`src/rtl/btc_frame_engine_pkg.sv`:
```
// Shared definitions for the grayscale + AMBTC frame engine:
// FSM state encoding, mode bit positions and a constant log2 helper.
package btc_frame_engine_pkg;

    typedef enum logic [3:0] {
        IDLE,
        G_ADDR,
        G_WR,
        GRAY_DONE,
        C_SUM_ADDR,
        C_SUM_ACC,
        C_VAR_ADDR,
        C_VAR_ACC,
        C_DIV_L,
        C_DIV_H,
        C_WR_ADDR,
        C_WR,
        C_NEXT,
        C_DONE
    } state_t;

    localparam int MODE_GRAY = 0;
    localparam int MODE_CMP  = 1;

    function automatic int clog2(input int v);
        int r;
        r = 0;
        while ((1 << r) < v) r++;
        return r;
    endfunction

endpackage

```
`src/rtl/btc_div.sv`:
```
// Restoring unsigned divider, one quotient bit per cycle.
// Pulse start with operands; done pulses once quotient is valid.
module btc_div #(
    parameter int DW = 8
) (
    input  logic          clk,
    input  logic          rst_n,
    input  logic          start,
    input  logic [DW-1:0] dividend,
    input  logic [DW-1:0] divisor,
    output logic          done,
    output logic [DW-1:0] quotient
);
    localparam int CW = $clog2(DW + 1);

    logic [DW-1:0] rem_q, rem_d;
    logic [DW-1:0] quo_q, quo_d;
    logic [CW-1:0] cnt_q, cnt_d;
    logic          run_q, run_d;
    logic          done_q, done_d;
    logic [DW:0]   shifted;
    logic [DW:0]   trial;

    assign shifted = {rem_q, quo_q[DW-1]};
    assign trial   = shifted - {1'b0, divisor};

    always_comb begin
        rem_d  = rem_q;
        quo_d  = quo_q;
        cnt_d  = cnt_q;
        run_d  = run_q;
        done_d = 1'b0;
        if (start) begin
            rem_d = '0;
            quo_d = dividend;
            cnt_d = CW'(DW);
            run_d = 1'b1;
        end else if (run_q) begin
            // trial[DW] set means the subtraction went negative
            if (!trial[DW]) begin
                rem_d = trial[DW-1:0];
                quo_d = {quo_q[DW-2:0], 1'b1};
            end else begin
                rem_d = shifted[DW-1:0];
                quo_d = {quo_q[DW-2:0], 1'b0};
            end
            cnt_d = cnt_q - CW'(1);
            if (cnt_q == CW'(1)) begin
                run_d  = 1'b0;
                done_d = 1'b1;
            end
        end
    end

    always_ff @(posedge clk) begin
        if (!rst_n) begin
            rem_q  <= '0;
            quo_q  <= '0;
            cnt_q  <= '0;
            run_q  <= 1'b0;
            done_q <= 1'b0;
        end else begin
            rem_q  <= rem_d;
            quo_q  <= quo_d;
            cnt_q  <= cnt_d;
            run_q  <= run_d;
            done_q <= done_d;
        end
    end

    assign done     = done_q;
    assign quotient = quo_q;

endmodule

```
`src/rtl/btc_frame_engine.sv`:
```
// Grayscale + AMBTC compression of one frame, read-modify-write
// in place on an external frame buffer.
module btc_frame_engine
    import btc_frame_engine_pkg::*;
#(
    parameter int IMG_W  = 64,
    parameter int IMG_H  = 64,
    parameter int BLK    = 4,
    parameter int PIX_W  = 8,
    parameter int ADDR_W = 6
) (
    input  logic                 clk,
    input  logic                 rst_n,
    input  logic                 start,
    input  logic [1:0]           mode,
    input  logic [3*PIX_W-1:0]   in_pix,
    output logic [ADDR_W-1:0]    row,
    output logic [ADDR_W-1:0]    col,
    output logic                 out_we,
    output logic [3*PIX_W-1:0]   out_pix,
    output logic                 busy,
    output logic                 gray_done,
    output logic                 compress_done
);
    localparam int N   = BLK * BLK;
    localparam int K   = clog2(N);
    localparam int KB  = K / 2;
    localparam int SW  = PIX_W + K;
    localparam int QW  = K + 1;
    localparam int DW  = PIX_W + 2 * K + 1;
    localparam int DW1 = DW + 1;
    localparam logic [QW-1:0] N_V = QW'(N);

    state_t            state_q, state_d;
    logic              cmp_q, cmp_d;
    logic [ADDR_W-1:0] row_q, row_d, col_q, col_d;
    logic [ADDR_W-1:0] br_q, br_d, bc_q, bc_d;
    logic [K-1:0]      p_q, p_d;
    logic [SW-1:0]     sum_q, sum_d, var_q, var_d;
    logic [QW-1:0]     cnt1_q, cnt1_d;
    logic [PIX_W-1:0]  avg_q, avg_d, lo_q, lo_d, hi_q, hi_d;
    logic              drun_q, drun_d;

    logic [PIX_W-1:0]  r_px, g_px, b_px;
    logic [PIX_W-1:0]  mn01, mn, mx01, mx, gray;
    logic [PIX_W:0]    gsum;
    logic              g_ge, last_p;
    logic [PIX_W-1:0]  adiff, var_avg, lo_val, hi_val;
    logic [ADDR_W-1:0] pix_row, pix_col;
    logic              div_start, div_done;
    logic [DW-1:0]     dividend, divisor, quot;
    logic [DW:0]       hsum;
    logic [PIX_W-1:0]  zp;

    assign zp   = '0;
    assign r_px = in_pix[3*PIX_W-1:2*PIX_W];
    assign g_px = in_pix[2*PIX_W-1:PIX_W];
    assign b_px = in_pix[PIX_W-1:0];

    assign mn01 = (r_px < g_px) ? r_px : g_px;
    assign mn   = (mn01 < b_px) ? mn01 : b_px;
    assign mx01 = (r_px > g_px) ? r_px : g_px;
    assign mx   = (mx01 > b_px) ? mx01 : b_px;
    assign gsum = {1'b0, mn} + {1'b0, mx};
    assign gray = PIX_W'(gsum >> 1);

    assign g_ge    = (g_px >= avg_q);
    assign adiff   = g_ge ? (g_px - avg_q) : (avg_q - g_px);
    assign last_p  = &p_q;
    assign pix_row = br_q + ADDR_W'(p_q[K-1:KB]);
    assign pix_col = bc_q + ADDR_W'(p_q[KB-1:0]);

    // N*var is var shifted up by K; L uses 2*(N-q), H uses 2*q
    assign var_avg  = var_q[SW-1:K];
    assign dividend = DW'({var_avg, {K{1'b0}}});
    assign divisor  = (state_q == C_DIV_H) ? DW'({cnt1_q, 1'b0})
                                           : DW'({N_V - cnt1_q, 1'b0});

    assign lo_val = (quot > DW'(avg_q)) ? '0 : avg_q - quot[PIX_W-1:0];
    assign hsum   = {1'b0, quot} + DW1'(avg_q);
    assign hi_val = (|hsum[DW:PIX_W]) ? '1 : hsum[PIX_W-1:0];

    btc_div #(.DW(DW)) u_div (
        .clk      (clk),
        .rst_n    (rst_n),
        .start    (div_start),
        .dividend (dividend),
        .divisor  (divisor),
        .done     (div_done),
        .quotient (quot)
    );

    always_comb begin
        state_d       = state_q;
        cmp_d         = cmp_q;
        row_d         = row_q;
        col_d         = col_q;
        br_d          = br_q;
        bc_d          = bc_q;
        p_d           = p_q;
        sum_d         = sum_q;
        var_d         = var_q;
        cnt1_d        = cnt1_q;
        avg_d         = avg_q;
        lo_d          = lo_q;
        hi_d          = hi_q;
        drun_d        = drun_q;
        div_start     = 1'b0;
        out_we        = 1'b0;
        out_pix       = '0;
        gray_done     = 1'b0;
        compress_done = 1'b0;
        unique case (state_q)
            IDLE: begin
                if (start && (mode != 2'b00)) begin
                    cmp_d   = mode[MODE_CMP];
                    row_d   = '0;
                    col_d   = '0;
                    br_d    = '0;
                    bc_d    = '0;
                    p_d     = '0;
                    sum_d   = '0;
                    var_d   = '0;
                    cnt1_d  = '0;
                    state_d = mode[MODE_GRAY] ? G_ADDR : C_SUM_ADDR;
                end
            end
            G_ADDR: state_d = G_WR;
            G_WR: begin
                out_we  = 1'b1;
                out_pix = {zp, gray, zp};
                state_d = G_ADDR;
                if (col_q == ADDR_W'(IMG_W - 1)) begin
                    col_d = '0;
                    if (row_q == ADDR_W'(IMG_H - 1)) begin
                        row_d   = '0;
                        state_d = GRAY_DONE;
                    end else begin
                        row_d = row_q + ADDR_W'(1);
                    end
                end else begin
                    col_d = col_q + ADDR_W'(1);
                end
            end
            GRAY_DONE: begin
                gray_done = 1'b1;
                state_d   = cmp_q ? C_SUM_ADDR : IDLE;
            end
            C_SUM_ADDR: begin
                row_d   = pix_row;
                col_d   = pix_col;
                state_d = C_SUM_ACC;
            end
            C_SUM_ACC: begin
                sum_d   = sum_q + SW'(g_px);
                p_d     = p_q + K'(1);
                state_d = C_SUM_ADDR;
                if (last_p) begin
                    avg_d   = sum_d[SW-1:K];
                    state_d = C_VAR_ADDR;
                end
            end
            C_VAR_ADDR: begin
                row_d   = pix_row;
                col_d   = pix_col;
                state_d = C_VAR_ACC;
            end
            C_VAR_ACC: begin
                var_d   = var_q + SW'(adiff);
                p_d     = p_q + K'(1);
                state_d = last_p ? C_DIV_L : C_VAR_ADDR;
                if (g_ge) cnt1_d = cnt1_q + QW'(1);
            end
            C_DIV_L: begin
                if (cnt1_q == N_V) begin
                    lo_d    = avg_q;
                    hi_d    = avg_q;
                    state_d = C_WR_ADDR;
                end else if (!drun_q) begin
                    div_start = 1'b1;
                    drun_d    = 1'b1;
                end else if (div_done) begin
                    drun_d  = 1'b0;
                    lo_d    = lo_val;
                    state_d = C_DIV_H;
                end
            end
            C_DIV_H: begin
                if (!drun_q) begin
                    div_start = 1'b1;
                    drun_d    = 1'b1;
                end else if (div_done) begin
                    drun_d  = 1'b0;
                    hi_d    = hi_val;
                    state_d = C_WR_ADDR;
                end
            end
            C_WR_ADDR: begin
                row_d   = pix_row;
                col_d   = pix_col;
                state_d = C_WR;
            end
            C_WR: begin
                out_we  = 1'b1;
                out_pix = {zp, (g_ge ? hi_q : lo_q), zp};
                p_d     = p_q + K'(1);
                state_d = last_p ? C_NEXT : C_WR_ADDR;
            end
            C_NEXT: begin
                sum_d   = '0;
                var_d   = '0;
                cnt1_d  = '0;
                state_d = C_SUM_ADDR;
                if (bc_q == ADDR_W'(IMG_W - BLK)) begin
                    bc_d = '0;
                    if (br_q == ADDR_W'(IMG_H - BLK)) begin
                        br_d    = '0;
                        state_d = C_DONE;
                    end else begin
                        br_d = br_q + ADDR_W'(BLK);
                    end
                end else begin
                    bc_d = bc_q + ADDR_W'(BLK);
                end
            end
            C_DONE: begin
                compress_done = 1'b1;
                state_d       = IDLE;
            end
            default: state_d = IDLE;
        endcase
    end

    always_ff @(posedge clk) begin
        if (!rst_n) begin
            state_q <= IDLE;
            cmp_q   <= 1'b0;
            row_q   <= '0;
            col_q   <= '0;
            br_q    <= '0;
            bc_q    <= '0;
            p_q     <= '0;
            sum_q   <= '0;
            var_q   <= '0;
            cnt1_q  <= '0;
            avg_q   <= '0;
            lo_q    <= '0;
            hi_q    <= '0;
            drun_q  <= 1'b0;
        end else begin
            state_q <= state_d;
            cmp_q   <= cmp_d;
            row_q   <= row_d;
            col_q   <= col_d;
            br_q    <= br_d;
            bc_q    <= bc_d;
            p_q     <= p_d;
            sum_q   <= sum_d;
            var_q   <= var_d;
            cnt1_q  <= cnt1_d;
            avg_q   <= avg_d;
            lo_q    <= lo_d;
            hi_q    <= hi_d;
            drun_q  <= drun_d;
        end
    end

    // busy already drops in the cycle of the final done pulse
    assign busy = (state_q != IDLE) && (state_q != C_DONE) &&
                  !((state_q == GRAY_DONE) && !cmp_q);
    assign row  = row_q;
    assign col  = col_q;

endmodule

```
`config.mk`:
```
export PLATFORM = sky130hd
export DESIGN_NAME = btc_frame_engine
export DESIGN_NICKNAME = d
export VERILOG_FILES = /design/src/rtl/btc_frame_engine_pkg.sv /design/src/rtl/btc_div.sv /design/src/rtl/btc_frame_engine.sv
export SDC_FILE = /design/constraint.sdc
export NUM_CORES = 1
export LEC_CHECK = 0
export ABC_CLOCK_PERIOD_IN_PS = 8700
export CORE_MARGIN = 10
export CORE_UTILIZATION = 66
export DETAILED_ROUTE_END_ITERATION = 10
export PLACE_DENSITY_LB_ADDON = 0.05
export SETUP_SLACK_MARGIN = 0.05
export SYNTH_ARGS = -nofsm -noshare
export SYNTH_HDL_FRONTEND = slang
export SYNTH_HIERARCHICAL = 1
export SYNTH_SLANG_ARGS = --single-unit
```
`constraint.sdc`:
```
create_clock -name clk -period 8.7 [get_ports clk]
set_clock_uncertainty 0.1 [all_clocks]
set_input_delay 0.87 -clock clk [delete_from_list [all_inputs] [get_ports clk]]
set_output_delay 0.87 -clock clk [all_outputs]
set_load 0.05 [all_outputs]
```
==> flow_summary.toml, run 1 <==
[outcome]
outcome = "finished clean"

[floorplanning]
ios = 69
start_util_pct = 66.6
die_w_um = 146
die_height_um = 146
fp.coreArea_um2 = 15800
die-area_um2 = 21400
num_rows = 46

[sta]
setup_viol = 0
finalHoldViolCount = 0
fin_setup_tns_ns = 0
min_period_ns = 8.00
report.final.slew_viol_count = 0
period_share_pct = 91.9
relSlewSlack_pct = 22.8
max_clock_freq_ghz = 0.125
worst_pin_slew_ns = 1.16
rsz0062_at_grt = "false"

[global_routing]
grt_pass1_wl_mm = 45.1
track_usage_pct = 24.6
grt_overflow_total = 0
antenna_found_initial = 0
first_global_vias = 9292
grt_start_max_net_pins = 76

[worst_setup_path]
criticalPathCategory = "in -> out"
arrival_ns = 7.03
rr_endpoint = "var_q[8]$_SDFFE_PN0P_"
required_ns = 7.73
crit_path_end = "out_pix[15]"
start_kind = "input port"
crit-reg2reg-launch = "avg_q[1]$_SDFFE_PN0P_"
r2r_setup_slack_ns = 3.85
end_kind = "output pin"
worst-r2r-cell-count = 19
cp-startpoint = "in_pix[9]"
critical_path_peak_fanout = 17

[synth]
muxShareOfSynthArea_pct = 4.97
synth-compound-area-share_pct = 25.5
synth_seq_cells = 124
synthAdderAreaFrac_pct = 14.7
synth_top_family_by_area = "compound AO/OA/AOI/OAI gates"
synth-edff-count = 0
synthArstFlopShare_pct = 0
synth_cells = 1337
synth-simple-area-share_pct = 18.3
yosysSeqAreaShare_pct = 23.6
synth_area_um2 = 10500
ys_types = 87
synth_top_flop_cell = "dfxtp_1"
avgSynthCellArea_um2 = 7.86
synthXorXnorAreaFrac_pct = 5.92
yosysWarnings = 6

[clocking]
cts_sinks = 124
cts-root-buf = "clkbuf_16"
postCtsSetupRepairBufs = 0
cts_buffers = 17
cts_tree = "yes"
clk-insertion-delay-late_ns = 0.42
clkTransAtPathRegs_ns = 0.06
clockBufferDepth = 2
htree_levels = 4

[placed_design]
post-dp-hpwl_mm = 19.1
place.gp.congestion = 0.968
port_buffers = 52

[drt]
postRouteWirelength_mm = 26.3
drt_first_pass_iters = 5
drtIter0Drc = 885
viasPerCell = 5.98
drc = 0
routedWlPerCell_um = 16.4
ant_nets = 0
num_vias = 9593

[power_and_ir_drop]
power_mw = 1.69
p_leak_nw = 4.94
power_density_nw_per_um2 = 145
peakVddDrop_v = 0.000154

[finish]
final_cell_mix = "nand2_1, dfxtp_1, ha_1"
final_nets = 1524
final_common_cell = "nand2_1"
area_growth_pct = 11.6
drive_gt1_share_pct = 6.26
antenna_cells = 0

[min_path]
worst_hold_path_type = "reg -> reg"

[run]
drv_cap = 0
repair_timing:
action / 4_1_cts / 5_1_grt
endpoints found under the setup margin: 0 / 1
gates resized for setup: 0 / 1
hold buffers: 0 / 0
registers in the layout, indices dropped and copies added, names as in the netlist, 4 cells and up:
signal          flops
sum_q              12
br_q                4
hi_q                8
col                 6
u_div/cnt_q         5
cnt1_q              5
lo_q                8
avg_q               8
var_q              12
u_div/rem_q        17
u_div/quotient     17
p_q                 4
state_q             4
row                 6
bc_q                4
worst min path at each step:
| stage | from | to | slack (ns) | cells after the start |
|---|---|---|---|---|
| global route | hi_q[7]$_SDFFE_PN0P_ | hi_q[7]$_SDFFE_PN0P_ | 0.36 | 1 |
| global placement | hi_q[7]$_SDFFE_PN0P_ | hi_q[7]$_SDFFE_PN0P_ | 0.33 | 1 |
| CTS | hi_q[3]$_SDFFE_PN0P_ | hi_q[3]$_SDFFE_PN0P_ | 0.35 | 1 |
| floorplan | hi_q[0]$_SDFFE_PN0P_ | hi_q[0]$_SDFFE_PN0P_ | 0.33 | 1 |
| detailed placement | hi_q[3]$_SDFFE_PN0P_ | hi_q[3]$_SDFFE_PN0P_ | 0.34 | 1 |
| finish | hi_q[2]$_SDFFE_PN0P_ | hi_q[2]$_SDFFE_PN0P_ | 0.35 | 1 |
layout make-up:
class                           instances  area, um^2
Multi-Input combinational cell       1082        7450
Fill cell                            1223        4050
Sequential cell                       124        2480
Timing Repair Buffer                   61         583
Clock buffer                           18         439
Inverter                               90         339
Tap cell                              216         270
Clock inverter                         14         159
logic make-up (layout without fill, tap and decap cells):
kind of cell	count (synthesis)	count (layout)
DFF	124	124
adders and majority gates	119	119
AOI/OAI and AO/OA	404	404
xor gates and xnor gates	68	68
other	1	37
buffers and inverters	167	183
and+or+nand+nor	404	404
muxes	50	50
metrics by stage:
step                util, %  hold slack (ns)  area (um^2)  worst slack [ns]  instances
finish                 74.3            0.349        11700             0.703       1605
global route           74.3            0.363        11700             0.247       1605
CTS                    74.3            0.352        11700             0.587       1605
detailed placement     70.5            0.338        11100             0.598       1573
global placement       70.5            0.333        11100             0.760       1573
floorplan                 -            0.325        10600              1.99       1373
where the power goes:
group / switching, mW / internal [mW]
clock: 0.288 / 0.434
combinational: 0.239 / 0.145
sequential: 0.0145 / 0.575
total: 0.541 / 1.15
metal layers:
layer	wire (um)	GRT usage, %	vias up	part of all wire, %
met3	1390	3.89	32	5.3
met5	0	0	-	0
li1	-	-	4783	-
met1	12200	32.7	4524	46
met2	12300	39.7	254	47
met4	474	8.01	0	1.8
synth_stat cells, types with 13 or more instances:
cell      count  area share, %
dfxtp_1     124             24
xor2_1       31            2.6
buf_4        19            1.4
o21ai_0     100            4.8
inv_1        88            3.1
nor2_1       82            2.9
mux2i_1      36            3.4
ha_1        111             13
mux2_2       13            1.4
xnor2_1      35            2.9
o21bai_1     15            1.1
a22oi_1      14            1.0
nand4_1      18            1.1
and2_1       18            1.1
a21boi_0     21            1.5
a21o_1       29            2.1
nor3_1       16           0.76
o211a_1      20            1.9
nand2_1     134            4.8
and3_1       20            1.2
a21oi_1     101            4.8
nand3_1      55            2.6
nor2b_1      34            2.0
clkbuf_1     42            1.5
a31oi_1      20            1.2
critical path, stage by stage:
cell and delay, ns:
clkdlybuf4s50_1 0.64, inv_1 0.17, ha_1 0.33, nor2b_1 0.13, o211ai_1 0.20, a21oi_2 0.13
o22ai_4 0.25, mux2_2 0.39, ha_1 0.29, nand3_1 0.09, o21bai_1 0.16, a21o_1 0.16
a21oi_2 0.47, a21oi_1 0.17, a211o_2 0.35, fa_1 0.41, nor2b_1 0.11, o21ai_0 0.08
nand2b_1 0.11, a21oi_1 0.08, o21bai_1 0.20, a21o_1 0.16, a21oi_1 0.06, o22ai_1 0.14
clkdlybuf4s50_1 0.85
(Power assumes the default switching activity.)
==> run 2: changes to the inputs <==
--- a/config.mk
+++ b/config.mk
@@ -8,7 +8,9 @@
 export ABC_CLOCK_PERIOD_IN_PS = 8700
 export CORE_MARGIN = 10
 export CORE_UTILIZATION = 66
+export CTS_CLUSTER_SIZE = 10
 export DETAILED_ROUTE_END_ITERATION = 10
+export MAX_ROUTING_LAYER = met4
 export PLACE_DENSITY_LB_ADDON = 0.05
 export SETUP_SLACK_MARGIN = 0.05
 export SYNTH_ARGS = -nofsm -noshare
==> flow_summary.toml, run 2 (synthesis results as in run 1) <==
[min_path]
worst_hold_path_type = "reg -> reg"

[worst_setup_path]
arrival_ns = 7.04
crit_path_end = "out_pix[15]"
end_kind = "output pin"
critical_path_peak_fanout = 17
required_ns = 7.73
criticalPathCategory = "in -> out"
rr_endpoint = "var_q[10]$_SDFFE_PN0P_"
start_kind = "input port"
worst-r2r-cell-count = 20
r2r_setup_slack_ns = 3.37
cp-startpoint = "in_pix[9]"
crit-reg2reg-launch = "avg_q[1]$_SDFFE_PN0P_"

[drt]
drtIter0Drc = 729
routedWlPerCell_um = 16.6
viasPerCell = 6.00
num_vias = 9642
drt_first_pass_iters = 7
drc = 0
postRouteWirelength_mm = 26.7
ant_nets = 0

[sta]
rsz0062_at_grt = "false"
fin_setup_tns_ns = 0
min_period_ns = 8.01
period_share_pct = 92.1
worst_pin_slew_ns = 0.973
layout_setup_ws_ns = 0.689
max_clock_freq_ghz = 0.125
finalHoldViolCount = 0
report.final.slew_viol_count = 0
relSlewSlack_pct = 34.4
setup_viol = 0

[finish]
seqCellArea_um2 = 2480
drive_gt1_share_pct = 6.33
final_cell_mix = "nand2_1, dfxtp_1, ha_1"
final_common_cell = "nand2_1"
final_nets = 1525
final_cell_area_um2 = 11700
fillers = 1254
antenna_cells = 0
multi_input_area_um2 = 7450
area_growth_pct = 11.8

[clocking]
clk-insertion-delay-late_ns = 0.42
clockBufferDepth = 2
postCtsSetupRepairBufs = 0
htree_levels = 4
hold_buffers = 0
post_cts_resized = 0
cts_sinks = 124
cts-root-buf = "clkbuf_16"
cts_tree = "yes"
clkTransAtPathRegs_ns = 0.06
cts_buffers = 17

[placed_design]
dpl-instance-area_um2 = 11100
port_buffers = 52
place.gp.congestion = 0.952
pre_cts_ws_ns = 0.587
post-dp-hpwl_mm = 19.6

[global_routing]
track_usage_pct = 25.3
grt_start_max_net_pins = 74
antenna_found_initial = 0
first_global_vias = 9135
grt_pass1_wl_mm = 44.9
grt_overflow_total = 0

[power_and_ir_drop]
power_density_nw_per_um2 = 146
pwr-share-comb_pct = 22.4
p_leak_nw = 4.96
switchingPower_mw = 0.534
internal-power_mw = 1.18
p_sw_share_pct = 31.2
peakVddDrop_v = 0.000152
power.clock.fraction_pct = 43.1
p_seq_share_pct = 34.5
power_mw = 1.71

[floorplanning]
ios = 69
start_util_pct = 66.6
die_w_um = 146
die-area_um2 = 21400
fp.coreArea_um2 = 15800
num_rows = 46
die_height_um = 146

[outcome]
outcome = "finished clean"

[run]
drv_cap = 0
-- run 2: cell type report --
cell class / instances / share of cell area (%)
repair buffers: 62 / 5.03
clock inverters: 14 / 1.45
flip-flops and latches: 124 / 21.2
well taps: 216 / 2.30
clock buffers: 18 / 3.74
multi-input cells: 1082 / 63.4
inverters: 90 / 2.89
-- run 2: worst min-delay path by stage --
stage,from,to,slack (ns),cells past startpoint
floorplan,hi_q[0]$_SDFFE_PN0P_,hi_q[0]$_SDFFE_PN0P_,0.33,1
global placement,hi_q[7]$_SDFFE_PN0P_,hi_q[7]$_SDFFE_PN0P_,0.33,1
detailed placement,hi_q[7]$_SDFFE_PN0P_,hi_q[7]$_SDFFE_PN0P_,0.34,1
CTS,hi_q[7]$_SDFFE_PN0P_,hi_q[7]$_SDFFE_PN0P_,0.35,1
global route,hi_q[7]$_SDFFE_PN0P_,hi_q[7]$_SDFFE_PN0P_,0.36,1
finish,hi_q[7]$_SDFFE_PN0P_,hi_q[7]$_SDFFE_PN0P_,0.35,1
-- run 2: stage by stage --
step	hold slack, ns	instances	util (%)
floorplan	0.325	1373	-
global placement	0.334	1574	70.6
detailed placement	0.338	1574	70.6
CTS	0.352	1606	74.4
global route	0.365	1606	74.5
finish	0.353	1606	74.5
-- run 2: critical path, cell delays in order --
cell	delay, ns
clkdlybuf4s50_1	0.63
inv_1	0.17
ha_1	0.33
nor2b_1	0.13
o211ai_1	0.18
a21oi_2	0.12
o22ai_4	0.25
mux2_2	0.40
ha_1	0.30
nand3_1	0.10
o21bai_1	0.16
a21o_1	0.16
a21oi_2	0.48
a21oi_1	0.18
a211o_2	0.35
fa_1	0.41
nor2b_1	0.12
o21ai_0	0.07
nand2b_1	0.12
a21oi_1	0.09
o21bai_1	0.21
a21o_1	0.15
a21oi_1	0.06
o22ai_1	0.15
clkdlybuf4s50_1	0.85
-- run 2: power groups by stage --
stage	Clock, mW	Sequential, mW	Combinational [mW]
6_report	0.739	0.590	0.384
5_1_grt	0.768	0.592	0.425
4_1_cts	0.744	0.590	0.378
3_5_place_dp	0	0.602	0.375
3_3_place_gp	0	0.601	0.369
2_1_floorplan	0	0.603	0.287
-- run 2: metal layers --
metal	share of wire [%]	track usage (%)	vias up	wire length [um]
li1	-	-	4789	-
met1	46	32.4	4490	12400
met2	46	39.7	314	12200
met3	5.5	4.20	49	1480
met4	2.3	8.31	0	609
met5	0	-	-	0
==> run 3: changes to the inputs <==
--- a/config.mk
+++ b/config.mk
@@ -6,12 +6,13 @@
 export NUM_CORES = 1
 export LEC_CHECK = 0
 export ABC_CLOCK_PERIOD_IN_PS = 8700
-export CORE_MARGIN = 10
+export CAP_MARGIN = 40
 export CORE_UTILIZATION = 66
 export CTS_CLUSTER_SIZE = 10
 export DETAILED_ROUTE_END_ITERATION = 10
 export MAX_ROUTING_LAYER = met4
 export PLACE_DENSITY_LB_ADDON = 0.05
+export REMOVE_ABC_BUFFERS = 1
 export SETUP_SLACK_MARGIN = 0.05
 export SYNTH_ARGS = -nofsm -noshare
 export SYNTH_HDL_FRONTEND = slang
==> flow_summary.toml, run 3 (synthesis results as in run 1) <==
[outcome]
outcome = "finished clean"

[clocking]
clkTransAtPathRegs_ns = 0.06
clk-insertion-delay-late_ns = 0.42
htree_levels = 4
hold_buffers = 0
cts_tree = "yes"
cts-root-buf = "clkbuf_16"
postCtsSetupRepairBufs = 0
clockBufferDepth = 2
cts_buffers = 17
cts_sinks = 124

[global_routing]
antenna_found_initial = 0
first_global_vias = 9240
grt_overflow_total = 0
track_usage_pct = 34.1
grt_pass1_wl_mm = 43.5
grt_start_max_net_pins = 58

[sta]
finalHoldViolCount = 0
max_clock_freq_ghz = 0.125
fin_setup_tns_ns = 0
setup_viol = 0
relSlewSlack_pct = 42.6
report.final.slew_viol_count = 0
min_period_ns = 7.99
worst_pin_slew_ns = 0.852
rsz0062_at_grt = "false"
period_share_pct = 91.9

[power_and_ir_drop]
power_mw = 1.70
power_density_nw_per_um2 = 144
p_leak_nw = 4.96
peakVddDrop_v = 0.000168

[worst_setup_path]
start_kind = "input port"
r2r_setup_slack_ns = 3.82
criticalPathCategory = "in -> out"
critical_path_peak_fanout = 17
end_kind = "output pin"
required_ns = 7.73
arrival_ns = 7.02

[floorplanning]
ios = 69
die_height_um = 128
fp.coreArea_um2 = 15400
num_rows = 45
die_w_um = 128
die-area_um2 = 16400
start_util_pct = 68.4

[drt]
drt_first_pass_iters = 7
ant_nets = 0
drc = 0
drtIter0Drc = 590
routedWlPerCell_um = 16.5
postRouteWirelength_mm = 26.4
num_vias = 9735
viasPerCell = 6.08

[min_path]
worst_hold_path_type = "reg -> reg"

[finish]
fillers = 1187
drive_gt1_share_pct = 6.26
final_common_cell = "nand2_1"
area_growth_pct = 11.8
antenna_cells = 0
final_nets = 1525
final_cell_mix = "nand2_1, dfxtp_1, ha_1"
fin_cells = 1601

[placed_design]
port_buffers = 52
post-dp-hpwl_mm = 19.4
place.gp.congestion = 1.00
numPlacedInstances = 1569

[run]
drv_cap = 0
==> run 3: report_power, final <==
group	internal [mW]	switching [mW]
Sequential	0.575	0.0146
Clock	0.451	0.272
Combinational	0.144	0.239
==> run 3: routing by layer <==
metal / up-vias / share of wire (%) / GRT usage, %
li1: 4788 / - / -
met1: 4593 / 45 / 41.2
met2: 300 / 47 / 56.0
met3: 54 / 5.6 / 6.64
met4: 0 / 2.7 / 13.4
met5: - / 0 / -
==> run 3: path summary, 6_finish.rpt <==
path,cells past startpoint,endpoint,from
worst max register to register,19,var_q[11]$_SDFFE_PN0P_,avg_q[1]$_SDFFE_PN0P_
worst min-delay path,1,hi_q[2]$_SDFFE_PN0P_,hi_q[2]$_SDFFE_PN0P_
worst min register to register,1,hi_q[2]$_SDFFE_PN0P_,hi_q[2]$_SDFFE_PN0P_
worst max-delay path,25,out_pix[15],in_pix[9]
==> run 3: timing repair <==
item / CTS / global route
resized for setup: 0 / 1
endpoints found under the setup margin: 0 / 1
endpoints found under the hold margin: 0 / 0
==> run 3: area by class of cell <==
cell class              instances  area, um^2  share of cell area [%]
multi-input cells            1082        7450                    63.4
flip-flops and latches        124        2480                    21.1
repair buffers                 62         611                    5.20
clock buffers                  18         429                    3.65
inverters                      90         339                    2.89
well taps                     211         264                    2.25
clock inverters                14         170                    1.45
==> run 3: critical path: stages <==
cell             delay (ns)
clkdlybuf4s50_1        0.63
inv_1                  0.17
ha_1                   0.33
nor2b_1                0.13
o211ai_1               0.18
a21oi_2                0.13
o22ai_4                0.25
mux2_2                 0.40
ha_1                   0.30
nand3_1                0.09
o21bai_1               0.16
a21o_1                 0.16
a21oi_2                0.47
a21oi_1                0.17
a211o_2                0.36
fa_1                   0.40
nor2b_1                0.11
o21ai_0                0.07
nand2b_1               0.12
a21oi_1                0.08
o21bai_1               0.21
a21o_1                 0.16
a21oi_1                0.06
o22ai_1                0.15
clkdlybuf4s50_1        0.84
==> run 3: stage by stage <==
stage | utilization, % | instance area, um^2 | setup WS, ns | hold slack [ns]
finish | 76.4 | 11700 | 0.705 | 0.350
CTS | 76.4 | 11700 | 0.555 | 0.355
global placement | 72.3 | 11100 | 0.714 | 0.334
global route | 76.4 | 11700 | 0.238 | 0.383
detailed placement | 72.5 | 11100 | 0.579 | 0.341
floorplan | - | 10300 | 1.76 | 0.325
